$ cat config.mk
export PLATFORM = sky130hd
export DESIGN_NAME = controlpath_multi
export DESIGN_NICKNAME = d
export VERILOG_FILES = /design/src/rtl/control_constants.sv /design/src/rtl/alu_op_gen.sv /design/src/rtl/controlpath_multi.sv
export SDC_FILE = /design/constraint.sdc
export NUM_CORES = 1
export LEC_CHECK = 0
export ABC_AREA = 1
export ABC_CLOCK_PERIOD_IN_PS = 5700
export CAP_MARGIN = 20
export CELL_PAD_IN_SITES_DETAIL_PLACEMENT = 1
export CELL_PAD_IN_SITES_GLOBAL_PLACEMENT = 1
export CORE_MARGIN = 5
export CORE_UTILIZATION = 33
export DETAILED_ROUTE_END_ITERATION = 8
export PLACE_DENSITY_LB_ADDON = 0.1
export SLEW_MARGIN = 10
export SYNTH_ARGS = -nofsm -noshare
export SYNTH_HDL_FRONTEND = slang
export SYNTH_SLANG_ARGS = --single-unit
export TNS_END_PERCENT = 10
$ cat constraint.sdc
create_clock -name clk -period 5.7 [get_ports clk]
set_clock_uncertainty 0.2 [all_clocks]
set_input_delay 1.71 -clock clk [delete_from_list [all_inputs] [get_ports clk]]
set_output_delay 1.71 -clock clk [all_outputs]
set_load 0.03 [all_outputs]
$ cat src/rtl/control_constants.sv
// rtl/control_constants.sv - shared opcodes, select codes, FSM states and trap causes
package control_constants;

  localparam logic [6:0] OPC_LOAD   = 7'b0000011;
  localparam logic [6:0] OPC_STORE  = 7'b0100011;
  localparam logic [6:0] OPC_OP_IMM = 7'b0010011;
  localparam logic [6:0] OPC_OP     = 7'b0110011;
  localparam logic [6:0] OPC_BRANCH = 7'b1100011;
  localparam logic [6:0] OPC_JAL    = 7'b1101111;
  localparam logic [6:0] OPC_JALR   = 7'b1100111;

  localparam logic [2:0] INST3_BEQ  = 3'b000;
  localparam logic [2:0] INST3_BNE  = 3'b001;
  localparam logic [2:0] INST3_BLT  = 3'b100;
  localparam logic [2:0] INST3_BGE  = 3'b101;
  localparam logic [2:0] INST3_BLTU = 3'b110;
  localparam logic [2:0] INST3_BGEU = 3'b111;

  localparam logic [2:0] INST3_ADD_SUB = 3'b000;
  localparam logic [2:0] INST3_SLL     = 3'b001;
  localparam logic [2:0] INST3_SLT     = 3'b010;
  localparam logic [2:0] INST3_SLTU    = 3'b011;
  localparam logic [2:0] INST3_XOR     = 3'b100;
  localparam logic [2:0] INST3_SRL_SRA = 3'b101;
  localparam logic [2:0] INST3_OR      = 3'b110;
  localparam logic [2:0] INST3_AND     = 3'b111;

  localparam logic [1:0] CTL_PC_PLUS4 = 2'd0;
  localparam logic [1:0] CTL_PC_IMM   = 2'd1;
  localparam logic [1:0] CTL_PC_ALU   = 2'd2;

  localparam logic CTL_ALU_A_RS1 = 1'b0;
  localparam logic CTL_ALU_A_PC  = 1'b1;
  localparam logic CTL_ALU_B_RS2 = 1'b0;
  localparam logic CTL_ALU_B_IMM = 1'b1;

  localparam logic [1:0] CTL_WB_ALU = 2'd0;
  localparam logic [1:0] CTL_WB_MEM = 2'd1;
  localparam logic [1:0] CTL_WB_PC4 = 2'd2;

  localparam logic [1:0] CTL_TRAP_NONE    = 2'd0;
  localparam logic [1:0] CTL_TRAP_ILLEGAL = 2'd1;
  localparam logic [1:0] CTL_TRAP_IMEM_TO = 2'd2;
  localparam logic [1:0] CTL_TRAP_DMEM_TO = 2'd3;

  localparam logic [3:0] ALU_ADD  = 4'd0;
  localparam logic [3:0] ALU_SUB  = 4'd1;
  localparam logic [3:0] ALU_SLL  = 4'd2;
  localparam logic [3:0] ALU_SLT  = 4'd3;
  localparam logic [3:0] ALU_SLTU = 4'd4;
  localparam logic [3:0] ALU_XOR  = 4'd5;
  localparam logic [3:0] ALU_SRL  = 4'd6;
  localparam logic [3:0] ALU_SRA  = 4'd7;
  localparam logic [3:0] ALU_OR   = 4'd8;
  localparam logic [3:0] ALU_AND  = 4'd9;

  typedef enum logic [2:0] {
    CTL_ST_IDLE   = 3'd0,
    CTL_ST_FETCH  = 3'd1,
    CTL_ST_DECODE = 3'd2,
    CTL_ST_EXEC   = 3'd3,
    CTL_ST_MEM    = 3'd4,
    CTL_ST_WB     = 3'd5,
    CTL_ST_TRAP   = 3'd6
  } ctl_state_e;

  // funct7 selecting SUB / SRA; any other pattern means the base operation
  function automatic logic is_alt_funct7(input logic [6:0] funct7);
    return funct7 == 7'b0100000;
  endfunction

endpackage

$ cat src/rtl/alu_op_gen.sv
// rtl/alu_op_gen.sv - maps opcode/funct3/funct7 to the ALU operation code
module alu_op_gen
  import control_constants::*;
#(
  parameter int ALU_OP_W = 4
) (
  input  logic [6:0]          opcode,
  input  logic [2:0]          funct3,
  input  logic [6:0]          funct7,
  output logic [ALU_OP_W-1:0] alu_op
);

  logic [3:0] op;
  logic       alt;

  assign alt = is_alt_funct7(funct7);

  always_comb begin
    op = ALU_ADD;
    case (opcode)
      OPC_OP, OPC_OP_IMM: begin
        case (funct3)
          INST3_ADD_SUB: op = (opcode == OPC_OP && alt) ? ALU_SUB : ALU_ADD;
          INST3_SLL:     op = ALU_SLL;
          INST3_SLT:     op = ALU_SLT;
          INST3_SLTU:    op = ALU_SLTU;
          INST3_XOR:     op = ALU_XOR;
          INST3_SRL_SRA: op = alt ? ALU_SRA : ALU_SRL;
          INST3_OR:      op = ALU_OR;
          INST3_AND:     op = ALU_AND;
          default:       op = ALU_ADD;
        endcase
      end
      // branches compare through the ALU; the FSM reads only alu_zero
      OPC_BRANCH: begin
        case (funct3)
          INST3_BEQ, INST3_BNE:   op = ALU_SUB;
          INST3_BLT, INST3_BGE:   op = ALU_SLT;
          INST3_BLTU, INST3_BGEU: op = ALU_SLTU;
          default:                op = ALU_ADD;
        endcase
      end
      default: op = ALU_ADD;
    endcase
  end

  assign alu_op = ALU_OP_W'(op);

endmodule

$ cat src/rtl/controlpath_multi.sv
// rtl/controlpath_multi.sv - multi-cycle RV32I control FSM with memory timeout and sticky trap
// Optional CTL_JUMP_EN: makes JAL/JALR legal instructions.
module controlpath_multi
  import control_constants::*;
#(
  parameter int ALU_OP_W    = 4,
  parameter int MEM_TIMEOUT = 255,
  parameter int TO_W        = 8
) (
  input  logic                clk,
  input  logic                rst_n,
  input  logic [6:0]          inst_opcode,
  input  logic [2:0]          inst_funct3,
  input  logic [6:0]          inst_funct7,
  input  logic                alu_zero,
  input  logic                imem_ready,
  input  logic                mem_ready,
  output logic                imem_rd_en,
  output logic                ir_wren,
  output logic                pc_wren,
  output logic [1:0]          sel_next_pc,
  output logic [ALU_OP_W-1:0] alu_op,
  output logic                alu_op_a_sel,
  output logic                alu_op_b_sel,
  output logic                reg_file_wen,
  output logic [1:0]          wb_sel,
  output logic                mem_rd_en,
  output logic                mem_wr_en,
  output logic                trap,
  output logic [1:0]          trap_cause
);

  localparam bit              TO_EN   = (MEM_TIMEOUT != 0);
  localparam logic [TO_W-1:0] TO_LAST = TO_W'(MEM_TIMEOUT - 1);

  ctl_state_e          state_q, state_d;
  logic [1:0]          cause_d;
  logic [1:0]          trap_cause_q;
  logic                trap_q;
  logic [TO_W-1:0]     cnt_q;
  logic [ALU_OP_W-1:0] gen_alu_op;
  logic                is_load, is_jal, is_jalr, is_jump;
  logic                alu_hold, waiting, to_hit;

  function automatic logic inst_legal(input logic [6:0] opc, input logic [2:0] f3);
    logic ok;
    case (opc)
      OPC_LOAD, OPC_STORE, OPC_OP, OPC_OP_IMM: ok = 1'b1;
      OPC_BRANCH: ok = (f3 != 3'b010) && (f3 != 3'b011);
`ifdef CTL_JUMP_EN
      OPC_JAL:    ok = 1'b1;
      OPC_JALR:   ok = (f3 == 3'b000);
`endif
      default:    ok = 1'b0;
    endcase
    return ok;
  endfunction

  // BLT/BLTU: ALU gives SLT, so nonzero result means taken; BGE/BGEU inverse
  function automatic logic branch_taken(input logic [2:0] f3, input logic zero);
    logic t;
    case (f3)
      INST3_BEQ, INST3_BGE, INST3_BGEU: t = zero;
      INST3_BNE, INST3_BLT, INST3_BLTU: t = !zero;
      default:                          t = 1'b0;
    endcase
    return t;
  endfunction

  alu_op_gen #(
    .ALU_OP_W (ALU_OP_W)
  ) u_alu_op_gen (
    .opcode (inst_opcode),
    .funct3 (inst_funct3),
    .funct7 (inst_funct7),
    .alu_op (gen_alu_op)
  );

  assign is_load  = (inst_opcode == OPC_LOAD);
  assign is_jal   = (inst_opcode == OPC_JAL);
  assign is_jalr  = (inst_opcode == OPC_JALR);
  assign is_jump  = is_jal || is_jalr;

  // ALU controls stay valid from EXEC through WB so the address/result is stable
  assign alu_hold     = state_q inside {CTL_ST_EXEC, CTL_ST_MEM, CTL_ST_WB};
  assign alu_op       = alu_hold ? gen_alu_op : '0;
  assign alu_op_a_sel = (alu_hold && is_jal) ? CTL_ALU_A_PC : CTL_ALU_A_RS1;
  assign alu_op_b_sel = (alu_hold && inst_opcode != OPC_OP && inst_opcode != OPC_BRANCH)
                        ? CTL_ALU_B_IMM : CTL_ALU_B_RS2;

  assign waiting = ((state_q == CTL_ST_FETCH) && !imem_ready) ||
                   ((state_q == CTL_ST_MEM) && !mem_ready);
  assign to_hit  = TO_EN && (cnt_q == TO_LAST);

  always_comb begin
    state_d      = state_q;
    cause_d      = CTL_TRAP_NONE;
    imem_rd_en   = 1'b0;
    ir_wren      = 1'b0;
    pc_wren      = 1'b0;
    sel_next_pc  = CTL_PC_PLUS4;
    reg_file_wen = 1'b0;
    wb_sel       = CTL_WB_ALU;
    mem_rd_en    = 1'b0;
    mem_wr_en    = 1'b0;
    case (state_q)
      CTL_ST_IDLE: state_d = CTL_ST_FETCH;
      CTL_ST_FETCH: begin
        imem_rd_en = 1'b1;
        if (imem_ready) begin
          ir_wren = 1'b1;
          state_d = CTL_ST_DECODE;
        end else if (to_hit) begin
          state_d = CTL_ST_TRAP;
          cause_d = CTL_TRAP_IMEM_TO;
        end
      end
      CTL_ST_DECODE: begin
        if (inst_legal(inst_opcode, inst_funct3)) begin
          state_d = CTL_ST_EXEC;
        end else begin
          state_d = CTL_ST_TRAP;
          cause_d = CTL_TRAP_ILLEGAL;
        end
      end
      CTL_ST_EXEC: begin
        case (inst_opcode)
          OPC_BRANCH: begin
            pc_wren     = 1'b1;
            sel_next_pc = branch_taken(inst_funct3, alu_zero) ? CTL_PC_IMM : CTL_PC_PLUS4;
            state_d     = CTL_ST_FETCH;
          end
          OPC_LOAD, OPC_STORE: state_d = CTL_ST_MEM;
          default:             state_d = CTL_ST_WB;
        endcase
      end
      CTL_ST_MEM: begin
        mem_rd_en = is_load;
        mem_wr_en = !is_load;
        if (mem_ready) begin
          if (is_load) begin
            state_d = CTL_ST_WB;
          end else begin
            pc_wren = 1'b1;
            state_d = CTL_ST_FETCH;
          end
        end else if (to_hit) begin
          state_d = CTL_ST_TRAP;
          cause_d = CTL_TRAP_DMEM_TO;
        end
      end
      CTL_ST_WB: begin
        reg_file_wen = 1'b1;
        pc_wren      = 1'b1;
        if (is_load) begin
          wb_sel = CTL_WB_MEM;
        end else if (is_jump) begin
          wb_sel      = CTL_WB_PC4;
          sel_next_pc = is_jal ? CTL_PC_IMM : CTL_PC_ALU;
        end
        state_d = CTL_ST_FETCH;
      end
      CTL_ST_TRAP: state_d = CTL_ST_TRAP;
      default:     state_d = CTL_ST_IDLE;
    endcase
  end

  always_ff @(posedge clk or negedge rst_n) begin
    if (!rst_n) begin
      state_q      <= CTL_ST_IDLE;
      trap_q       <= 1'b0;
      trap_cause_q <= CTL_TRAP_NONE;
      cnt_q        <= '0;
    end else begin
      state_q <= state_d;
      if ((state_d == CTL_ST_TRAP) && (state_q != CTL_ST_TRAP)) begin
        trap_q       <= 1'b1;
        trap_cause_q <= cause_d;
      end
      if ((state_d != state_q) && (state_d == CTL_ST_FETCH || state_d == CTL_ST_MEM)) begin
        cnt_q <= '0;
      end else if (waiting && TO_EN) begin
        cnt_q <= cnt_q + TO_W'(1);
      end
    end
  end

  assign trap       = trap_q;
  assign trap_cause = trap_cause_q;

endmodule

# After elaboration in Yosys (flattened, before gate mapping)

Index checks and enable logic that the tools add are counted.

Flip-flop bits (word level): 14
Bits of input ports: 22
Logic and storage cells: 112

Add/subtract/negate cells: 1
Eq/ne operators: 31
Multiplexer cells: 47
Reductions and logical operators: 29

Operator list:

| kind                                                                  | count |
|---|---|
| 4-bit case mux with 8 select lines                                    | 1 |
| 3-bit equality test, second input constant                            | 9 |
| 7-bit by 6-bit equality test with 1-bit output, second input constant | 3 |
| 7-bit equality test, second input constant                            | 3 |
| 2-bit 2-to-1 mux                                                      | 10 |
| 1-bit 2-to-1 mux                                                      | 19 |
| 3-bit case mux with 6 select lines                                    | 1 |
| 8-bit 2-to-1 mux                                                      | 2 |
| 3-bit 2-to-1 mux                                                      | 5 |
| 3-bit by 2-bit equality test with 1-bit output, second input constant | 4 |
| 2-bit OR reduction                                                    | 6 |
| 3-bit by 1-bit equality test with 1-bit output, second input constant | 3 |
| 1-bit logical AND                                                     | 9 |
| 3-bit case mux with 3 select lines                                    | 1 |
| 8-bit by 1-bit adder with 8-bit output, second input constant         | 1 |
| 8-bit equality test, second input constant                            | 1 |
| 4-bit case mux with 2 select lines                                    | 1 |
| 7-bit by 2-bit equality test with 1-bit output, second input constant | 1 |
| 7-bit by 5-bit equality test with 1-bit output, second input constant | 1 |
| 7-bit by 6-bit != test with 1-bit output, second input constant       | 1 |
| 7-bit != test, second input constant                                  | 1 |
| 3-bit logical NOT                                                     | 2 |
| 3-bit by 2-bit != test with 1-bit output, second input constant       | 2 |
| 2-bit case mux with 3 select lines                                    | 1 |
| 13 further kinds                                                      | 20 |

# Longest topological paths before layout

Gate-level depths: netlist of run 1.

Depth after elaboration: 10
Depth in mapped cells: 14
Mapped depth without buffers: 14

# Modules after synthesis

A second synthesis of run 1 with hierarchy kept.

Cells, all modules: 226
Area, all modules: 1413.9 um^2

By module, submodules not included:

| module            | instances | cells an instance | area each (um^2) | sequential area each (um^2) |
|---|---|---|---|---|
| controlpath_multi | 1         | 176               | 1206.2           | 350.3 |
| alu_op_gen        | 1         | 50                | 207.7            | 0.0 |

# Least setup slack after synthesis of run 1

Ideal clock, no wire load.

Path type: input-to-output
From: in inst_opcode[2]
To: out alu_op[2]
Data arrival time: 3098 ps
Setup slack: 692 ps
Stages on the path: 7
Path buffers: 0
Path through: inv_1 > nand2_1 > nor2_2 > inv_1 > nor3_1 > a31oi_1 > a211oi_1

Longest elaborated chain between the ends: 4

RTL lines:

| item                                                                                                                    | RTL line                | RTL |
|---|---|---|
| start: declaration                                                                                                      | controlpath_multi.sv:12 | `input logic [6:0] inst_opcode,` |
| 7-bit by 5-bit equality test with 1-bit output / 7-bit by 6-bit equality test with 1-bit output (equally long branches) | alu_op_gen.sv:20        | `case (opcode)` |
| 2-bit OR reduction                                                                                                      | alu_op_gen.sv:20        |  |
| 4-bit case mux with 2 select lines (*)                                                                                  | alu_op_gen.sv:20        |  |
| 4-bit 2-to-1 mux (*)                                                                                                    | controlpath_multi.sv:86 | `assign alu_op = alu_hold ? gen_alu_op : '0;` |
| end: declaration                                                                                                        | controlpath_multi.sv:22 | `output logic [ALU_OP_W-1:0] alu_op,` |

Mark *: on every way between the ends. The rest lies on a longest branch, timed or not.

# Final worst setup path of run 1

From: in inst_opcode[5]
To: out sel_next_pc[1]

Longest elaborated chain between the ends: 5

RTL lines:

| item                                                        | RTL line                                          | RTL |
|---|---|---|
| 7-bit equality test (on tied branches)                      | controlpath_multi.sv:80, controlpath_multi.sv:81  |  |
| 2-bit 2-to-1 mux / 1-bit logical OR (equally long branches) | controlpath_multi.sv:159, controlpath_multi.sv:82 |  |
| 2-bit 2-to-1 mux                                            | controlpath_multi.sv:157                          | `end else if (is_jump) begin` |
| 2-bit 2-to-1 mux (*)                                        | controlpath_multi.sv:155                          | `if (is_load) begin` |
| 2-bit case mux with 2 select lines (*)                      | controlpath_multi.sv:106                          | `case (state_q)` |
| end: declaration                                            | controlpath_multi.sv:21                           | `output logic [1:0] sel_next_pc,` |

Marked as above.

==> flow_metrics.tcl, run 1 <==
set metrics [dict create \
    synth_area_um2 1230 \
    grt_use_total_pct 14.1 \
    instances_no_fill 295 \
    cts_tree "built" \
    hold_viol 0 \
    synthSimpleGateAreaFrac_pct 43.1 \
    synth_warnings 0 \
    period_needed_ns 5.57 \
    worstPathArrival_ns 3.66 \
    synthDistinctLibCells 27 \
    synth_top_family_by_area "simple AND/OR/NAND/NOR gates" \
    drive_above_1_share_pct 9.31 \
    synth_area_leaders "dfrtp_1 28%, nand2_1 16%, inv_1 14%" \
    path_cells "clkdlybuf4s50_1 > nand2_1 > nor2_1 > inv_1 > nor3_1 > inv_1 > nor4_1 > clkdlybuf4s50_1" \
    dp_hpwl_um 2980 \
    muxShareOfSynthArea_pct 0 \
    syn-instance-count 200 \
    ctsHoldBuffers 0 \
    synth_edf_count 0 \
    place_congestion 0.778 \
    vias 1371 \
    crit_fanout 3 \
    drtPass1Iterations 4 \
    n_antenna_cell 0 \
    utilization_pct 48.8 \
    power.total_mw 0.229 \
    dieArea_um2 5060 \
    numPortBuffers 40 \
    antenna_found_initial 0 \
    yosysSeqAreaShare_pct 28.4 \
    post_drt_wl_per_cell_um 12.0 \
    clockBufferDepth 2 \
    fmax_mhz 180 \
    cts_buffers 3 \
    grt_pass1_wl_um 6010 \
    cts.htree.levels 1 \
    io_pins 41 \
    synth_compound_area_share_pct 6.09 \
    rsz0062_at_grt "false" \
    p_per_area_nw_per_um2 129 \
    synth.largest_area_cell "dfrtp_1" \
    worstPathBufferInverterCount 4 \
    synth_fa_ha_area_share_pct 2.03 \
    clk_transition_reported_paths_ns 0.06 \
    cpLargestDelayFamily "buffers and inverters" \
    synth_commonest_cells "54 x nand2_1, 45 x inv_1, 22 x nor2_1" \
    cap_violations 0 \
    start_util_pct 33.9 \
    timing.final.crit_share_pct 97.7 \
    wirelength_um 3540 \
    synthArstFlopShare_pct 100 \
    crit_path_end_kind "output pin" \
    setup_tns_ns 0 \
    die-height_um 71.1 \
    synth-xor-area-share_pct 5.69 \
    setup_viol 0 \
    cp.required_ns 3.79 \
    start_kind "input port" \
    cp_slowest_cell "clkdlybuf4s50_1" \
    post_cts_resized 0 \
    synth.most_common_cell "nand2_1" \
    worst_pin_slew_ns 0.613 \
    vdd_ir_drop_max_uv 122 \
    syn_nets 224 \
    max_slew_margin_pct 59.0 \
    drtAntennaViolNets 0 \
    cts-root-buf "clkbuf_8" \
    grt_overflow 0 \
    grt_pass1_vias 1413 \
    seqCellArea_um2 350 \
    cts_setup_buffers 0 \
    coreArea_um2 3630 \
    synth-seq-cells 14 \
    ys.flop_type "dfrtp_1" \
    rows 22 \
    synth_top_area_share_pct 28.4 \
    fill_cells 494 \
    status "complete, no violations" \
    cellLeakagePower_nw 0.998 \
    drt_iter0_markers 61 \
    hold_path.class "reg -> reg" \
    worst-setup-path-type "in -> out" \
    avgSynthCellArea_um2 6.16 \
    multiInputGateArea_um2 702 \
    postLayoutCellArea_um2 1770 \
    die_w_um 71.1 \
    areaGrowthSynthToFinish_pct 43.9 \
    drcViolationCount 0 \
    slowest_delay_ns 0.71 \
    clkLatencyLatePin_ns 0.25 \
    ff2ff_setup_slack_ns 3.72 \
    nets 272 \
    grt_max_degree 15 \
    dpl_cell_area_um2 1710 \
    drt-vias-per-instance 4.65 \
    slew_violations 0 \
    cts.sinks 14 \
    place_inst 291 \
]
[flip-flops by register name, summed over array words and instances (netlist names)]
register,count
cnt_q,8
state_q,3
trap,1
trap_cause,2
[power breakdown]
group	internal [mW]	switching, mW
clock network	0.0612	0.0378
logic	0.0173	0.0137
registers	0.0994	0
[tightest hold or removal path: cells and delay by family (launching register included)]
family / cells / cell delay [ns]
flip-flops: 1 / 0.34
AND/OR/NAND/NOR: 1 / 0.05
buffers and inverters: 1 / 0.04
[final timing paths]
path                                 from              to  depth (start not counted)
max                        inst_opcode[5]  sel_next_pc[1]                          8
min                                  trap            trap                          2
max reg2reg                      cnt_q[0]        cnt_q[7]                         13
min reg2reg                          trap            trap                          2
max in group asynchronous           rst_n        cnt_q[6]                          1
min in group asynchronous           rst_n   trap_cause[0]                          1
[placed cells by master, fill, tap and decap left out, types with 4 or more instances in the layout]
cell type / count
clkbuf_8: 4
inv_1: 45
nand2_1: 54
dfrtp_1: 14
a21oi_1: 4
dlymetal6s2s_1: 4
nor3_1: 6
xor2_1: 6
nand3_1: 16
clkdlybuf4s50_1: 33
buf_4: 6
nor2_1: 22
[through the flow]
stage          hold slack, ns  setup slack, ns
6_report                0.265            0.133
5_1_grt                 0.300           0.0108
4_1_cts                 0.275           0.0701
3_5_place_dp            0.259           0.0713
3_3_place_gp            0.251            0.115
2_1_floorplan           0.348            0.692
[layout make-up]
class | instances | share of cell area, %
clock buffer | 4 | 3.11
sequential | 14 | 19.8
multi-input combinational | 138 | 39.6
inverter | 48 | 10.2
timing repair buffer | 43 | 24.0
tap | 48 | 3.39
[kinds of logic after synthesis]
kind of cell / Yosys count
xor gates and xnor gates: 8
AOI/OAI and AO/OA: 13
buffers and inverters: 48
DFF: 14
adders and majority gates: 2
and+or+nand+nor: 115
[layer usage]
metal	GRT usage, %	share of wire, %	up-vias
met5	0	0	-
met4	0.835	0	0
met3	3.27	4.5	0
met2	26.0	50	30
met1	17.5	45	631
li1	-	-	710
No activity file was read; power rests on OpenSTA's default activity.
==> run 2, diff against run 1 <==
- CORE_MARGIN: 5 -> 2
- CORE_UTILIZATION: 33 -> 35
- SYNTH_HIERARCHICAL: not set -> 1
==> run 2 against run 1 <==
Effect of this change: routed wire length increased by 15%; via count increased by 11%; largest cell class unchanged; clock power increased by 0.9%; final cell count increased by 9.5%.
==> flow_metrics.tcl, run 2 <==
set metrics [dict create \
    synth.largest_area_cell "dfrtp_1" \
    period_needed_ns 5.55 \
    wirelength_um 4080 \
    drtPass1Iterations 4 \
    grt_pass1_vias 1552 \
    start_util_pct 35.9 \
    clkLatencyLatePin_ns 0.25 \
    grt_max_degree 15 \
    cts_tree "built" \
    ctsHoldBuffers 0 \
    largest_register_ffs 8 \
    cp.required_ns 3.79 \
    dpl_cell_area_um2 1900 \
    start_kind "input port" \
    die_w_um 67.6 \
    grt_overflow 0 \
    synth_top_area_share_pct 24.8 \
    drt-vias-per-instance 4.71 \
    mostFrequentLayoutCell "nand2_1" \
    areaGrowthSynthToFinish_pct 38.6 \
    crit_fanout 5 \
    path_cells "clkdlybuf4s50_1 > buf_4 > nand2_1 > nor2_1 > nand2_1 > o21ai_0 > inv_1 > nor2_1 > clkdlybuf4s50_1" \
    syn_nets 250 \
    drtAntennaViolNets 0 \
    top_register "cnt_q" \
    antenna_found_initial 0 \
    yosysSeqAreaShare_pct 24.8 \
    die-height_um 67.6 \
    timing.final.crit_share_pct 97.3 \
    rows 23 \
    hold_viol 0 \
    drt_iter0_markers 38 \
    clk_transition_reported_paths_ns 0.06 \
    most-common-layout-cells "59 x nand2_1, 40 x inv_1, 38 x clkdlybuf4s50_1" \
    synth_commonest_cells "59 x nand2_1, 40 x inv_1, 34 x nor2_1" \
    grt_pass1_wl_um 6770 \
    setup_viol 0 \
    syn-instance-count 226 \
    worst_pin_slew_ns 0.665 \
    drcViolationCount 0 \
    max_slew_margin_pct 55.5 \
    slowest_delay_ns 0.67 \
    cts.sinks 14 \
    post_drt_wl_per_cell_um 12.6 \
    synthDistinctLibCells 27 \
    crit_path_end_kind "output pin" \
    fmax_mhz 180 \
    dieArea_um2 4560 \
    p_per_area_nw_per_um2 346 \
    avgSynthCellArea_um2 6.26 \
    grt_use_total_pct 19.5 \
    rsz0062_at_grt "false" \
    vdd_ir_drop_max_uv 240 \
    worst-setup-path-type "in -> out" \
    dp_hpwl_um 3350 \
    synth_area_um2 1410 \
    n_antenna_cell 0 \
    synth_warnings 6 \
    synth-seq-cells 14 \
    cts_setup_buffers 0 \
    place_congestion 0.860 \
    worstPathArrival_ns 3.64 \
    cts.htree.levels 1 \
    cellLeakagePower_nw 0.982 \
    nets 298 \
    synth.most_common_cell "nand2_1" \
    numPortBuffers 40 \
    postLayoutCellArea_um2 1960 \
    coreArea_um2 3940 \
    clockBufferDepth 2 \
    cts_buffers 3 \
    setup_tns_ns 0 \
    hold_path.class "reg -> reg" \
    cp_slowest_cell "clkdlybuf4s50_1" \
    io_pins 41 \
    vias 1521 \
    status "complete, no violations" \
    cts-root-buf "clkbuf_8" \
    drive_above_1_share_pct 14.3 \
    slew_violations 0 \
    synth_edf_count 0 \
    cap_violations 0 \
    synth_area_leaders "dfrtp_1 25%, nand2_1 16%, inv_1 11%" \
    ys.flop_type "dfrtp_1" \
    synthArstFlopShare_pct 100 \
]
run 2: changes by cell type in the layout (fill, tap and decap cells not counted), moves of 2 or more:
cell	change
o21ai_0	+2
inv_1	-5
nor2_1	+12
nor4_1	-2
dlymetal6s2s_1	-2
clkdlybuf4s50_1	+5
nand3_1	-6
a21oi_2	+2
nand2_2	+6
nor2_2	+2
nor2_4	+4
buf_4	-3
a21oi_1	+4
nand2_1	+5
run 2: final timing paths:
path | from | endpoint | slack [ns] | cells past startpoint
min | trap | trap | 0.27 | 2
max in group asynchronous | rst_n | state_q[1] | 3.21 | 1
min reg2reg | trap | trap | 0.27 | 2
min in group asynchronous | rst_n | cnt_q[5] | 1.67 | 1
max reg2reg | cnt_q[0] | trap_cause[1] | 3.73 | 13
max | inst_opcode[6] | alu_op[2] | 0.15 | 9
run 2: repair_timing:
item	4_1_cts	5_1_grt
resized for setup	0	2
endpoints found under the hold margin	0	0
setup endpoints to repair	0	2
run 2: critical path: cells and delay by family:
| kind | cells | cell delay, ns |
|---|---|---|
| AND/OR/NAND/NOR | 4 | 0.42 |
| buffers and inverters | 4 | 1.36 |
| AO/OA/AOI/OAI | 1 | 0.15 |
run 2: logic make-up (layout without fill, tap and decap cells):
group,Yosys count,after routing,synth area share [%]
xor+xnor,9,9,5.58
compound gates,19,19,8.50
fa+ha+maj,2,2,1.77
flops,14,14,24.8
buf+inv,45,92,12.1
simple gates,137,137,47.3
run 2: power by group:
| part | switching [mW] | internal (mW) | leakage [nW] | total, mW |
|---|---|---|---|---|
| registers | 0.0247 | 0.120 | 0.180 | 0.145 |
| logic | 0.290 | 0.145 | 0.773 | 0.434 |
| clock network | 0.0386 | 0.0613 | 0.0288 | 0.0999 |
run 2: stage by stage:
stage	util, %	worst slack (ns)	instances	hold slack [ns]	total power [mW]
2_1_floorplan	-	0.883	226	0.353	0.448
3_3_place_gp	48.2	0.126	319	0.247	0.574
3_5_place_dp	48.2	0.116	319	0.257	0.582
4_1_cts	49.6	0.112	323	0.274	0.685
5_1_grt	49.7	0.0257	323	0.289	0.729
6_report	49.7	0.151	323	0.274	0.679
run 2: cell type report:
type                    instances  area [um^2]
flip-flops and latches         14          350
multi-input cells             167          892
repair buffers                 43          428
clock buffers                   4         55.1
fillers                       547         1980
well taps                      50         62.6
inverters                      45          171
run 2: routing by layer:
metal,GRT usage [%],up-vias,part of all wire (%)
li1,-,784,-
met2,34.7,26,50
met4,2.55,0,0.098
met3,3.50,2,3.7
met5,0,-,0
met1,25.0,709,46
